===== config.mk =====
export PLATFORM = sky130hd
export DESIGN_NAME = uart_tx_frame_ctrl_flat
export DESIGN_NICKNAME = d
export VERILOG_FILES = /design/src/rtl/uart_pkg.sv /design/src/rtl/uart_tx_frame_ctrl_if.sv /design/src/rtl/uart_tx_parity_calc.sv /design/src/rtl/uart_tx_frame_ctrl.sv /design/src/flat_wrapper.sv
export SDC_FILE = /design/constraint.sdc
export NUM_CORES = 1
export LEC_CHECK = 0
export CAP_MARGIN = 10
export CORE_AREA = 3 3 40 42
export DETAILED_ROUTE_END_ITERATION = 10
export DIE_AREA = 0 0 43 45
export PLACE_DENSITY = 0.68
export SLEW_MARGIN = 20
export SYNTH_ARGS = -nofsm -noshare
export SYNTH_HDL_FRONTEND = slang
export SYNTH_SLANG_ARGS = --single-unit

===== constraint.sdc =====
create_clock -name clk -period 1.9 [get_ports clk]
set_clock_uncertainty 0.1 [all_clocks]
set_input_delay 0.38 -clock clk [delete_from_list [all_inputs] [get_ports clk]]
set_output_delay 0.38 -clock clk [all_outputs]
set_load 0.05 [all_outputs]

===== src/rtl/uart_pkg.sv =====
// Shared constants and state type for the UART transmit path.
package uart_pkg;

  localparam logic [2:0] IDLE   = 3'b000;
  localparam logic [2:0] START  = 3'b001;
  localparam logic [2:0] DATA   = 3'b010;
  localparam logic [2:0] PARITY = 3'b011;
  localparam logic [2:0] STOP   = 3'b100;

  localparam logic PAR_EVEN = 1'b0;
  localparam logic PAR_ODD  = 1'b1;

  localparam logic IDLE_BIT  = 1'b1;
  localparam logic START_BIT = 1'b0;
  localparam logic STOP_BIT  = 1'b1;

  typedef enum logic [2:0] {
    StIdle   = IDLE,
    StStart  = START,
    StData   = DATA,
    StParity = PARITY,
    StStop   = STOP
  } tx_state_e;

endpackage


===== src/rtl/uart_tx_frame_ctrl_if.sv =====
// System-side request, serializer handshake and line outputs of the TX frame controller.
interface uart_tx_frame_ctrl_if #(
  parameter int unsigned DATA_WIDTH = 8
);

  logic [DATA_WIDTH-1:0] p_data;
  logic                  data_valid;
  logic                  par_en;
  logic                  par_typ;
  logic                  ser_data;
  logic                  ser_load;
  logic                  ser_shift;
  logic                  tx_out;
  logic                  busy;

  modport master (
    output p_data,
    output data_valid,
    output par_en,
    output par_typ,
    output ser_data,
    input  ser_load,
    input  ser_shift,
    input  tx_out,
    input  busy
  );

  modport slave (
    input  p_data,
    input  data_valid,
    input  par_en,
    input  par_typ,
    input  ser_data,
    output ser_load,
    output ser_shift,
    output tx_out,
    output busy
  );

endinterface


===== src/rtl/uart_tx_parity_calc.sv =====
// Combinational parity of the outgoing byte; the controller registers it on acceptance.
module uart_tx_parity_calc
  import uart_pkg::*;
#(
  parameter int unsigned DATA_WIDTH = 8
) (
  input  logic [DATA_WIDTH-1:0] i_p_data,
  input  logic                  i_par_typ,
  output logic                  o_parity
);

  // Even parity makes the total count of ones even; odd flips that.
  assign o_parity = (^i_p_data) ^ (i_par_typ == PAR_ODD);

endmodule


===== src/rtl/uart_tx_frame_ctrl.sv =====
// Frame sequencer for the UART transmitter: start, LSB-first data, optional parity, stop.
module uart_tx_frame_ctrl
  import uart_pkg::*;
#(
  parameter int unsigned DATA_WIDTH = 8,
  parameter int unsigned CNT_WIDTH  = 3
) (
  input logic                 clk,
  input logic                 rst,
  uart_tx_frame_ctrl_if.slave bus
);

  tx_state_e            r_state;
  tx_state_e            w_state_next;
  logic [CNT_WIDTH-1:0] r_cnt;
  logic [CNT_WIDTH-1:0] w_cnt_next;
  logic                 r_par_bit;
  logic                 w_par_bit_next;
  logic                 r_par_en;
  logic                 w_par_en_next;

  logic                 w_parity;
  logic                 w_accept;
  logic                 w_last_bit;
  logic                 w_tx;
  logic                 w_busy;
  logic                 w_shift;

  uart_tx_parity_calc #(
    .DATA_WIDTH(DATA_WIDTH)
  ) u_parity_calc (
    .i_p_data (bus.p_data),
    .i_par_typ(bus.par_typ),
    .o_parity (w_parity)
  );

  assign w_last_bit = (r_cnt == CNT_WIDTH'(DATA_WIDTH - 1));

  always_ff @(posedge clk or negedge rst) begin
    if (!rst) begin
      r_state   <= StIdle;
      r_cnt     <= '0;
      r_par_bit <= 1'b0;
      r_par_en  <= 1'b0;
    end else begin
      r_state   <= w_state_next;
      r_cnt     <= w_cnt_next;
      r_par_bit <= w_par_bit_next;
      r_par_en  <= w_par_en_next;
    end
  end

  always_comb begin
    w_state_next   = r_state;
    w_cnt_next     = r_cnt;
    w_par_bit_next = r_par_bit;
    w_par_en_next  = r_par_en;
    w_accept       = 1'b0;
    w_tx           = IDLE_BIT;
    w_busy         = 1'b0;
    w_shift        = 1'b0;

    case (r_state)
      StIdle: begin
        if (bus.data_valid) begin
          w_accept     = 1'b1;
          w_state_next = StStart;
        end
      end
      StStart: begin
        w_tx         = START_BIT;
        w_busy       = 1'b1;
        w_cnt_next   = '0;
        w_state_next = StData;
      end
      StData: begin
        w_tx    = bus.ser_data;
        w_busy  = 1'b1;
        w_shift = 1'b1;
        // Counter holds on the last bit so it never wraps inside a frame.
        if (w_last_bit) begin
          w_state_next = r_par_en ? StParity : StStop;
        end else begin
          w_cnt_next = r_cnt + CNT_WIDTH'(1);
        end
      end
      StParity: begin
        w_tx         = r_par_bit;
        w_busy       = 1'b1;
        w_state_next = StStop;
      end
      StStop: begin
        w_tx   = STOP_BIT;
        w_busy = 1'b1;
        // Back-to-back frames: the next start bit follows the stop bit directly.
        if (bus.data_valid) begin
          w_accept     = 1'b1;
          w_state_next = StStart;
        end else begin
          w_state_next = StIdle;
        end
      end
      default: begin
        w_state_next = StIdle;
      end
    endcase

    if (w_accept) begin
      w_par_bit_next = w_parity;
      w_par_en_next  = bus.par_en;
    end
  end

  assign bus.ser_load  = w_accept;
  assign bus.ser_shift = w_shift;
  assign bus.tx_out    = w_tx;
  assign bus.busy      = w_busy;

endmodule


===== src/flat_wrapper.sv =====
// flat-port wrapper written by rule: the top's interface ports become plain ports
module uart_tx_frame_ctrl_flat import uart_pkg::*;
#(
  parameter int unsigned DATA_WIDTH = 8,
  parameter int unsigned CNT_WIDTH  = 3
)
  (clk, rst, bus_p_data, bus_data_valid, bus_par_en, bus_par_typ, bus_ser_data, bus_ser_load, bus_ser_shift, bus_tx_out, bus_busy);
  uart_tx_frame_ctrl_if #(.DATA_WIDTH(DATA_WIDTH)) bus_i ();
  input logic clk;
  input logic rst;
  input wire logic [$bits(bus_i.p_data)-1:0] bus_p_data;
  input wire logic [$bits(bus_i.data_valid)-1:0] bus_data_valid;
  input wire logic [$bits(bus_i.par_en)-1:0] bus_par_en;
  input wire logic [$bits(bus_i.par_typ)-1:0] bus_par_typ;
  input wire logic [$bits(bus_i.ser_data)-1:0] bus_ser_data;
  output wire logic [$bits(bus_i.ser_load)-1:0] bus_ser_load;
  output wire logic [$bits(bus_i.ser_shift)-1:0] bus_ser_shift;
  output wire logic [$bits(bus_i.tx_out)-1:0] bus_tx_out;
  output wire logic [$bits(bus_i.busy)-1:0] bus_busy;
  assign bus_i.p_data = bus_p_data;
  assign bus_i.data_valid = bus_data_valid;
  assign bus_i.par_en = bus_par_en;
  assign bus_i.par_typ = bus_par_typ;
  assign bus_i.ser_data = bus_ser_data;
  assign bus_ser_load = bus_i.ser_load;
  assign bus_ser_shift = bus_i.ser_shift;
  assign bus_tx_out = bus_i.tx_out;
  assign bus_busy = bus_i.busy;
  uart_tx_frame_ctrl #(.DATA_WIDTH(DATA_WIDTH), .CNT_WIDTH(CNT_WIDTH)) u_core (.clk(clk), .rst(rst), .bus(bus_i));
endmodule

==> results of run 1 <==
worst max path at each step:
stage	from	to	slack (ns)	depth (start not counted)
floorplan	u_core.r_state[1]	bus_busy	0.14	2
global placement	bus_ser_data	bus_tx_out	0.01	5
detailed placement	bus_ser_data	bus_tx_out	-0.02	5
CTS	u_core.r_state[2]	bus_ser_shift	0.11	3
global route	u_core.r_state[1]	bus_tx_out	0.009	5
finish	u_core.r_state[1]	bus_tx_out	0.1	5
placed cells by master, fill, tap and decap left out:
master / n
buf_12: 3
nand3_1: 1
nor3_1: 1
nor3_2: 1
xnor2_1: 5
dlygate4sd2_1: 1
xor2_1: 2
a21oi_1: 5
dfrtp_1: 8
nand2b_1: 2
nand2_1: 8
clkbuf_4: 3
o21ai_1: 1
inv_1: 3
or2_4: 1
a211o_1: 1
ha_1: 2
a22oi_1: 2
nor2_1: 6
buf_8: 1
clkdlybuf4s50_1: 12
xnor3_1: 1
o21ai_0: 5
buf_4: 2
flip-flops by register name, summed over array words and instances, names as in the netlist:
register / cells
u_core.r_cnt: 3
u_core.r_state: 3
u_core.r_par_bit: 1
u_core.r_par_en: 1
area by class of cell:
cell class | instances | area, sq um | area share
multi-input cells | 44 | 282 | 0.374
inverters | 3 | 11.3 | 0.0150
clock buffers | 3 | 22.5 | 0.0299
well taps | 15 | 18.8 | 0.0249
repair buffers | 19 | 219 | 0.291
flip-flops and latches | 8 | 200 | 0.266
per-layer routing:
| layer | up-vias | global-route usage | share of wire |
|---|---|---|---|
| li1 | 231 | - | - |
| met1 | 226 | 0.154 | 0.40 |
| met2 | 9 | 0.189 | 0.55 |
| met3 | 0 | 0.0637 | 0.049 |
| met4 | 0 | 0.0482 | 0 |
| met5 | - | 0 | 0 |
critical path: stages, from the launching register on:
cell	delay, ns
dfrtp_1	0.42
inv_1	0.09
nor3_2	0.11
a21oi_1	0.06
or2_4	0.24
buf_8	0.15
logic make-up after synthesis:
| group | synth area share |
|---|---|
| and+or+nand+nor | 0.176 |
| AOI/OAI and AO/OA | 0.161 |
| xor gates and xnor gates | 0.171 |
| DFF | 0.409 |
| buffers and inverters | 0.0307 |
| adders and majority gates | 0.0511 |
through the flow:
stage | utilization | setup WS [ns]
2_1_floorplan | - | 0.143
3_3_place_gp | 0.558 | 0.0111
3_5_place_dp | 0.558 | -0.0152
4_1_cts | 0.586 | 0.108
5_1_grt | 0.586 | 0.00901
6_report | 0.586 | 0.0999
where the power goes:
| group | leakage (nW) | internal [mW] | switching, mW |
|---|---|---|---|
| logic | 0.227 | 0.335 | 0.385 |
| clock network | 0.0138 | 0.0721 | 0.0546 |
| registers | 0.103 | 0.240 | 0.0644 |
| total | 0.344 | 0.646 | 0.504 |
what timing repair did:
item	in CTS	in global routing
endpoints found under the setup margin	1	0
resized for setup	5	0
buffers inserted	0	0
==> flow_summary.toml, run 1 <==
[run_status]
outcome = "complete, no violations"

[setup_path]
rrSetupSlack_ns = 0.34
cp.arrival_ns = 1.32
setup.worst_path.class = "reg2out"
startpoint_type = "register"
reg2regPathDepth = 6
r2r_end = "u_core.r_cnt[2]"
required_ns = 1.42
r2r-start = "u_core.r_cnt[0]"
crit_path_end_kind = "output pin"
cp_max_fo = 5

[placement]
io_buffer_count = 17
dpl.cell_count = 89
dp_hpwl_microns = 865
dpl_cell_area_sq_um = 717
place.gp.congestion = 0.748

[synth]
synthDistinctLibCells = 18
yosysWarnings = 0
synth_top_area_cell = "dfrtp_1"
synth_edf_count = 0
ys_top_cells_by_count = "dfrtp_1 (8), nand2_1 (8), nor2_1 (6)"
synth_top_area_share = 0.409
ys_async_sr_fraction = 1.00
synth.area.top_cells = "dfrtp_1 (41%), xnor2_1 (9.0%), nand2_1 (6.1%)"
synth-seq-area-share = 0.409
synth_nets = 72
synthFlopType = "dfrtp_1"
synth_area_sq_um = 489
netlist_instances = 56
ys_seq_elements = 8
avgSynthCellArea_sq_um = 8.74

[clock_tree]
cts_sinks = 8
cts-root-buf = "clkbuf_4"
h-tree-depth = 1
cts_hold_buf = 0
cts_tree = "done"
cts.clk_slew.worst_paths_ns = 0.06
cts_max_path_buffers = 2
numCtsBuffers = 3
clkLatencyLatePin_ns = 0.25

[finish]
finalNetCount = 95
finalInstanceArea_sq_um = 753
drive_above_1_share = 0.143
area_growth_pct = 54.0
fillers = 115
antennaDiodeCount = 0
fin_cells = 92

[global_route]
antenna_found_initial = 0
grt_pass1_vias = 431
grt_pass1_wl_mm = 1.76
track_usage = 0.125
grt_start_max_net_pins = 9
grt_overflow_total = 0

[timing]
rsz0062_at_grt = "no"
fin_hold_ws_ns = 0.306
worst_slew_pin_slew_ns = 0.369
fmax_ghz = 0.556
slew-limit-headroom = 0.753
tns_ns = 0
hold_violations = 0
finalMaxSlewViolations = 0
fin_crit_sh = 0.947
fin_crit_ns = 1.80
setup_viol = 0

[detailed_routing]
vias = 466
post-route-drc-count = 0
first_pass_iters = 4
initialDrtViolationCount = 6
viasPerCell = 5.07
routed_wl_mm = 1.11
ant_nets = 0
wire_per_inst_microns = 12.1

[min_path]
worstHoldPathType = "in2async"

[pwr]
finalPower_mw = 1.15
peakVddDrop_uv = 818
power_density_nw_per_um2 = 1530
p_leak_nw = 0.344

[floorplan]
ios = 18
num_rows = 13
core_area_sq_um = 1280
dieArea_sq_um = 1940
die_x_microns = 43
start_util = 0.381
die_y_microns = 45

[run]
max_cap_viol_count = 0
No activity file was read; power rests on OpenSTA's default activity.
==> run 2, diff against run 1 <==
--- a/config.mk
+++ b/config.mk
@@ -9,6 +9,7 @@
 export CORE_AREA = 3 3 40 42
 export DETAILED_ROUTE_END_ITERATION = 10
 export DIE_AREA = 0 0 43 45
+export GPL_TIMING_DRIVEN = 0
 export PLACE_DENSITY = 0.68
 export SLEW_MARGIN = 20
 export SYNTH_ARGS = -nofsm -noshare
==> run 2 against run 1 <==
First-iteration DRC count rose by 50%. Global-route usage fell by 0.57 points. Cell count rose by 1.1%. Sequential power rose by 1%. Clock-buffer cell count did not move. Sequential share of layout area rose by 1.2 points. Via count rose by 1.1%. Power fell by 8.9%. Fmax fell by 5.2%. Highest routed layer unchanged.
==> flow_summary.toml, run 2 (same netlist as run 1, synthesis figures left out) <==
[run_status]
outcome = "complete, no violations"

[timing]
fin_crit_sh = 1.00
finalMaxSlewViolations = 0
worst_slew_pin_slew_ns = 0.362
rsz0062_at_grt = "yes"
setup_viol = 0
slew-limit-headroom = 0.758
fmax_ghz = 0.526
fin_hold_ws_ns = 0.302
hold_violations = 0
fin_crit_ns = 1.90

[floorplan]
ios = 18
dieArea_sq_um = 1940
num_rows = 13
core_area_sq_um = 1280
die_y_microns = 45
start_util = 0.381
die_x_microns = 43

[setup_path]
startpoint_type = "register"
cp_max_fo = 4
crit_buf_inv = 2
critPathSlowestCell = "dfrtp_1"
path_delay_family = "simple AND/OR/NAND/NOR gates"
cpPeakStageDelay_ns = 0.41
cp.arrival_ns = 1.42
reg2regPathDepth = 6
cp_cell_sequence = "buf_8 > nor3_2 > a21oi_1 > or2_2 > buf_8"
required_ns = 1.42
cpMostUsedCell = "buf_8"
setup.worst_path.class = "reg2out"
crit_path_end_kind = "output pin"
rrSetupSlack_ns = 0.34
r2r_end = "u_core.r_cnt[2]"
crit_cells = 5
r2r-start = "u_core.r_cnt[0]"

[clock_tree]
cts.clk_slew.worst_paths_ns = 0.06
h-tree-depth = 1
clkLatencyLatePin_ns = 0.25
cts_max_path_buffers = 2
numCtsBuffers = 3
cts-root-buf = "clkbuf_4"
cts_tree = "done"
cts_sinks = 8

[pwr]
sw_frac_of_total = 0.467
p_leak_nw = 0.333
internal_power_mw = 0.558
p_comb_frac = 0.583
power_frac_seq = 0.294
power_density_nw_per_um2 = 1440
peakVddDrop_uv = 700
p_sw_mw = 0.490
clock_power_share = 0.123

[finish]
finalNetCount = 96
fin_cells = 93
antennaDiodeCount = 0
drive_above_1_share = 0.179
area_growth_pct = 48.3
reg_top3 = "u_core.r_cnt: 3 flops, u_core.r_state: 3 flops"
fillers = 105
mostFrequentLayoutCell = "clkdlybuf4s50_1"
final_cell_mix = "clkdlybuf4s50_1 (13), nand2_1 (8), dfrtp_1 (7)"
finish.utilization = 0.565

[global_route]
grt_pass1_vias = 392
grt_overflow_total = 0
grt_start_max_net_pins = 11
track_usage = 0.120
grt_pass1_wl_mm = 1.65
antenna_found_initial = 0

[detailed_routing]
wire_per_inst_microns = 12.2
viasPerCell = 5.06
post-route-drc-count = 0
vias = 471
routed_wl_mm = 1.13
first_pass_iters = 4
initialDrtViolationCount = 9
ant_nets = 0

[placement]
io_buffer_count = 17
dp_hpwl_microns = 857
dpl.cell_count = 88
place.gp.congestion = 0.735

[min_path]
worstHoldPathType = "in2async"

[run]
max_cap_viol_count = 0
run 2: changes by cell type in the layout (fill, tap and decap cells not counted):
cell,delta
or2_2,+1
clkbuf_4,+1
dfrtp_2,+1
inv_1,-1
clkdlybuf4s50_1,+1
buf_12,-3
inv_2,+1
dfrtp_1,-1
or2_4,-1
dlygate4sd2_1,-1
buf_8,+1
buf_2,+2
run 2: worst max path at each step:
stage / start / end / slack (ns)
2_1_floorplan: u_core.r_state[1] / bus_busy / 0.14
3_3_place_gp: bus_ser_data / bus_tx_out / -0.51
3_5_place_dp: bus_ser_data / bus_tx_out / -0.53
4_1_cts: u_core.r_state[0] / bus_tx_out / -0.03
5_1_grt: u_core.r_state[1] / bus_tx_out / -0.06
6_report: u_core.r_state[0] / bus_tx_out / 0.0003
run 2: cell type report:
| type | instances | area [sq um] | share of cell area |
|---|---|---|---|
| multi-input cells | 44 | 279 | 0.384 |
| well taps | 15 | 18.8 | 0.0259 |
| plain buffers | 1 | 15.0 | 0.0207 |
| repair buffers | 19 | 178 | 0.245 |
| flip-flops and latches | 8 | 201 | 0.278 |
| clock buffers | 3 | 22.5 | 0.0310 |
| inverters | 3 | 11.3 | 0.0155 |
run 2: routing by layer:
metal	global-route usage	wire (microns)	vias to the layer above
met4	0.0361	0	0
met2	0.195	613	14
met3	0.0717	59	0
li1	-	-	234
met5	0	0	-
met1	0.132	457	223
run 2: power groups by stage:
stage / clock, mW / combinational [mW] / sequential, mW
floorplan: 0 / 0.420 / 0.284
global placement: 0 / 0.578 / 0.295
detailed placement: 0 / 0.586 / 0.299
CTS: 0.136 / 0.579 / 0.298
global route: 0.146 / 0.653 / 0.318
finish: 0.129 / 0.611 / 0.308
run 2: through the flow:
step	cell area [sq um]	total power, mW	setup slack [ns]	setup TNS, ns
after global routing	726	1.12	-0.0564	-0.0975
after global placement	678	0.872	-0.514	-1.28
final	726	1.05	0.000253	0
after detailed placement	678	0.885	-0.526	-1.29
after CTS	702	1.01	-0.0275	-0.0275
after floorplan	489	0.704	0.143	0
run 2: worst register-to-register path, delay by kind of cell, from the launching register on:
family                     cells  cell delay, ns
AOI/OAI and AO/OA              2            0.28
adders and majority gates      2            0.47
DFF                            1            0.40
and+or+nand+nor                2            0.18
run 2: repair_timing:
action                     CTS  global route
buffers inserted             0             2
pin swaps                    0             0
setup endpoints to repair    4             2
gates resized for setup     27             4
hold buffers                 0             0
==> run 3, diff against run 2 <==
==> constraint.sdc (replaced) <==
create_clock -name clk -period 1.9 [get_ports clk]
set_clock_uncertainty 0.1 [all_clocks]
set_input_delay 0.38 -clock clk [delete_from_list [all_inputs] [get_ports clk]]
set_output_delay 0.38 -clock clk [all_outputs]
set_load 0.01 [all_outputs]
==> run 3 against run 2 <==
Clock-buffer cell count is the same. Global-route usage grew 0.59 points. Worst hold slack gained 0.0071 ns. Clock power is essentially flat. Cell count is the same. Largest power group unchanged. Fmax grew 4.4%. Critical endpoint unchanged. Register-to-register slack lost 0.02 ns. Sequential cell count is the same. Critical path type unchanged. Critical path depth is the same. Highest routed layer unchanged. Core utilization grew 0.97 points.
==> flow_summary.toml, run 3 (same netlist as run 1, synthesis figures left out) <==
[placement]
dp_hpwl_microns = 857
io_buffer_count = 17
place.gp.congestion = 0.735
post-place-ws_ns = -0.303
dpl.cell_count = 88
dpl_cell_area_sq_um = 678

[finish]
fin_cells = 93
antennaDiodeCount = 0
area_growth_pct = 50.9
mostFrequentLayoutCell = "clkdlybuf4s50_1"
finalNetCount = 96
finalInstanceArea_sq_um = 738
finish.utilization = 0.574
drive_above_1_share = 0.167
final_cell_mix = "clkdlybuf4s50_1 (13), nand2_1 (8), dfrtp_1 (7)"
reg_top3 = "u_core.r_cnt: 3 flops, u_core.r_state: 3 flops"

[pwr]
finalPower_mw = 0.927
peakVddDrop_uv = 756
p_sw_mw = 0.358
p_comb_frac = 0.527
power_density_nw_per_um2 = 1260
power_frac_seq = 0.333
p_leak_nw = 0.338
internal_power_mw = 0.569
clock_power_share = 0.140
sw_frac_of_total = 0.386

[setup_path]
crit_cells = 5
r2r-start = "u_core.r_cnt[0]"
r2r_end = "u_core.r_cnt[2]"
critPathSlowestCell = "dfrtp_1"
crit_path_end_kind = "output pin"
path_delay_family = "flip-flops"
cp.arrival_ns = 1.34
cp_cell_sequence = "buf_8 > nor3_2 > a21oi_1 > or2_4 > buf_6"
required_ns = 1.42
setup.worst_path.class = "reg2out"
cp_max_fo = 3
reg2regPathDepth = 6
cpPeakStageDelay_ns = 0.42
startpoint = "u_core.r_state[0]"
crit_buf_inv = 2
rrSetupSlack_ns = 0.32
startpoint_type = "register"
endpoint = "bus_tx_out"

[timing]
hold_violations = 0
tns_ns = 0
rsz0062_at_grt = "no"
setup_viol = 0
fin_crit_ns = 1.82
worst_slew_pin_slew_ns = 0.379
fin_hold_ws_ns = 0.309
fmax_ghz = 0.550
slew-limit-headroom = 0.746
setup_ws_ns = 0.0806
finalMaxSlewViolations = 0
fin_crit_sh = 0.958

[detailed_routing]
routed_wl_mm = 1.15
first_pass_iters = 4
initialDrtViolationCount = 16
wire_per_inst_microns = 12.4
ant_nets = 0
post-route-drc-count = 0
vias = 464
viasPerCell = 4.99

[global_route]
track_usage = 0.126
grt_overflow_total = 0
grt_start_max_net_pins = 11
antenna_found_initial = 0
grt_pass1_vias = 395
grt_pass1_wl_mm = 1.73

[clock_tree]
cts_max_path_buffers = 2
numCtsBuffers = 3
h-tree-depth = 1
cts_sinks = 8
cts_tree = "done"
clkLatencyLatePin_ns = 0.25
cts_hold_buf = 0
cts.clk_slew.worst_paths_ns = 0.06
cts-root-buf = "clkbuf_4"

[floorplan]
die_x_microns = 43
dieArea_sq_um = 1940
die_y_microns = 45
start_util = 0.381
ios = 18
core_area_sq_um = 1280
num_rows = 13

[min_path]
worstHoldPathType = "in2async"

[run_status]
outcome = "complete, no violations"

[run]
max_cap_viol_count = 0
[run 3: worst register-to-register path: stages, from the launching register on]
cell and delay, ns:
dfrtp_1 0.40, ha_1 0.21, ha_1 0.26, o21ai_0 0.21, nand2b_1 0.12, nand2_1 0.08
o21ai_0 0.09
[run 3: area by class of cell]
| type | count | area (sq um) |
|---|---|---|
| well taps | 15 | 18.8 |
| plain buffers | 1 | 15.0 |
| multi-input cells | 44 | 287 |
| flip-flops and latches | 8 | 201 |
| repair buffers | 19 | 183 |
| fillers | 104 | 547 |
| clock buffers | 3 | 22.5 |
| inverters | 3 | 11.3 |
[run 3: layer usage]
metal	GRT usage	up-vias	part of all wire
met4	0.0361	0	0
met1	0.140	220	0.42
met5	0	-	0
met3	0.0717	0	0.052
li1	-	233	-
met2	0.207	11	0.53
[run 3: power groups by stage]
stage          Combinational (mW)  Sequential, mW  Clock [mW]
6_report                    0.488           0.309       0.130
5_1_grt                     0.531           0.320       0.146
4_1_cts                     0.453           0.301       0.136
3_5_place_dp                0.449           0.299           0
3_3_place_gp                0.441           0.295           0
2_1_floorplan               0.282           0.284           0
[run 3: how the worst min path moves through the flow]
stage,end,slack [ns],cells past startpoint
2_1_floorplan,u_core.r_cnt[0],-0.02,0
3_3_place_gp,u_core.r_par_bit,0.37,2
3_5_place_dp,u_core.r_par_bit,0.38,2
4_1_cts,u_core.r_state[1],0.31,1
5_1_grt,u_core.r_cnt[1],0.31,1
6_report,u_core.r_cnt[1],0.31,1
[run 3: timing repair]
item                       in CTS  in global routing
gates resized for setup        14                  4
setup endpoints to repair       4                  1
pin swaps                       1                  0
setup buffers                   1                  1
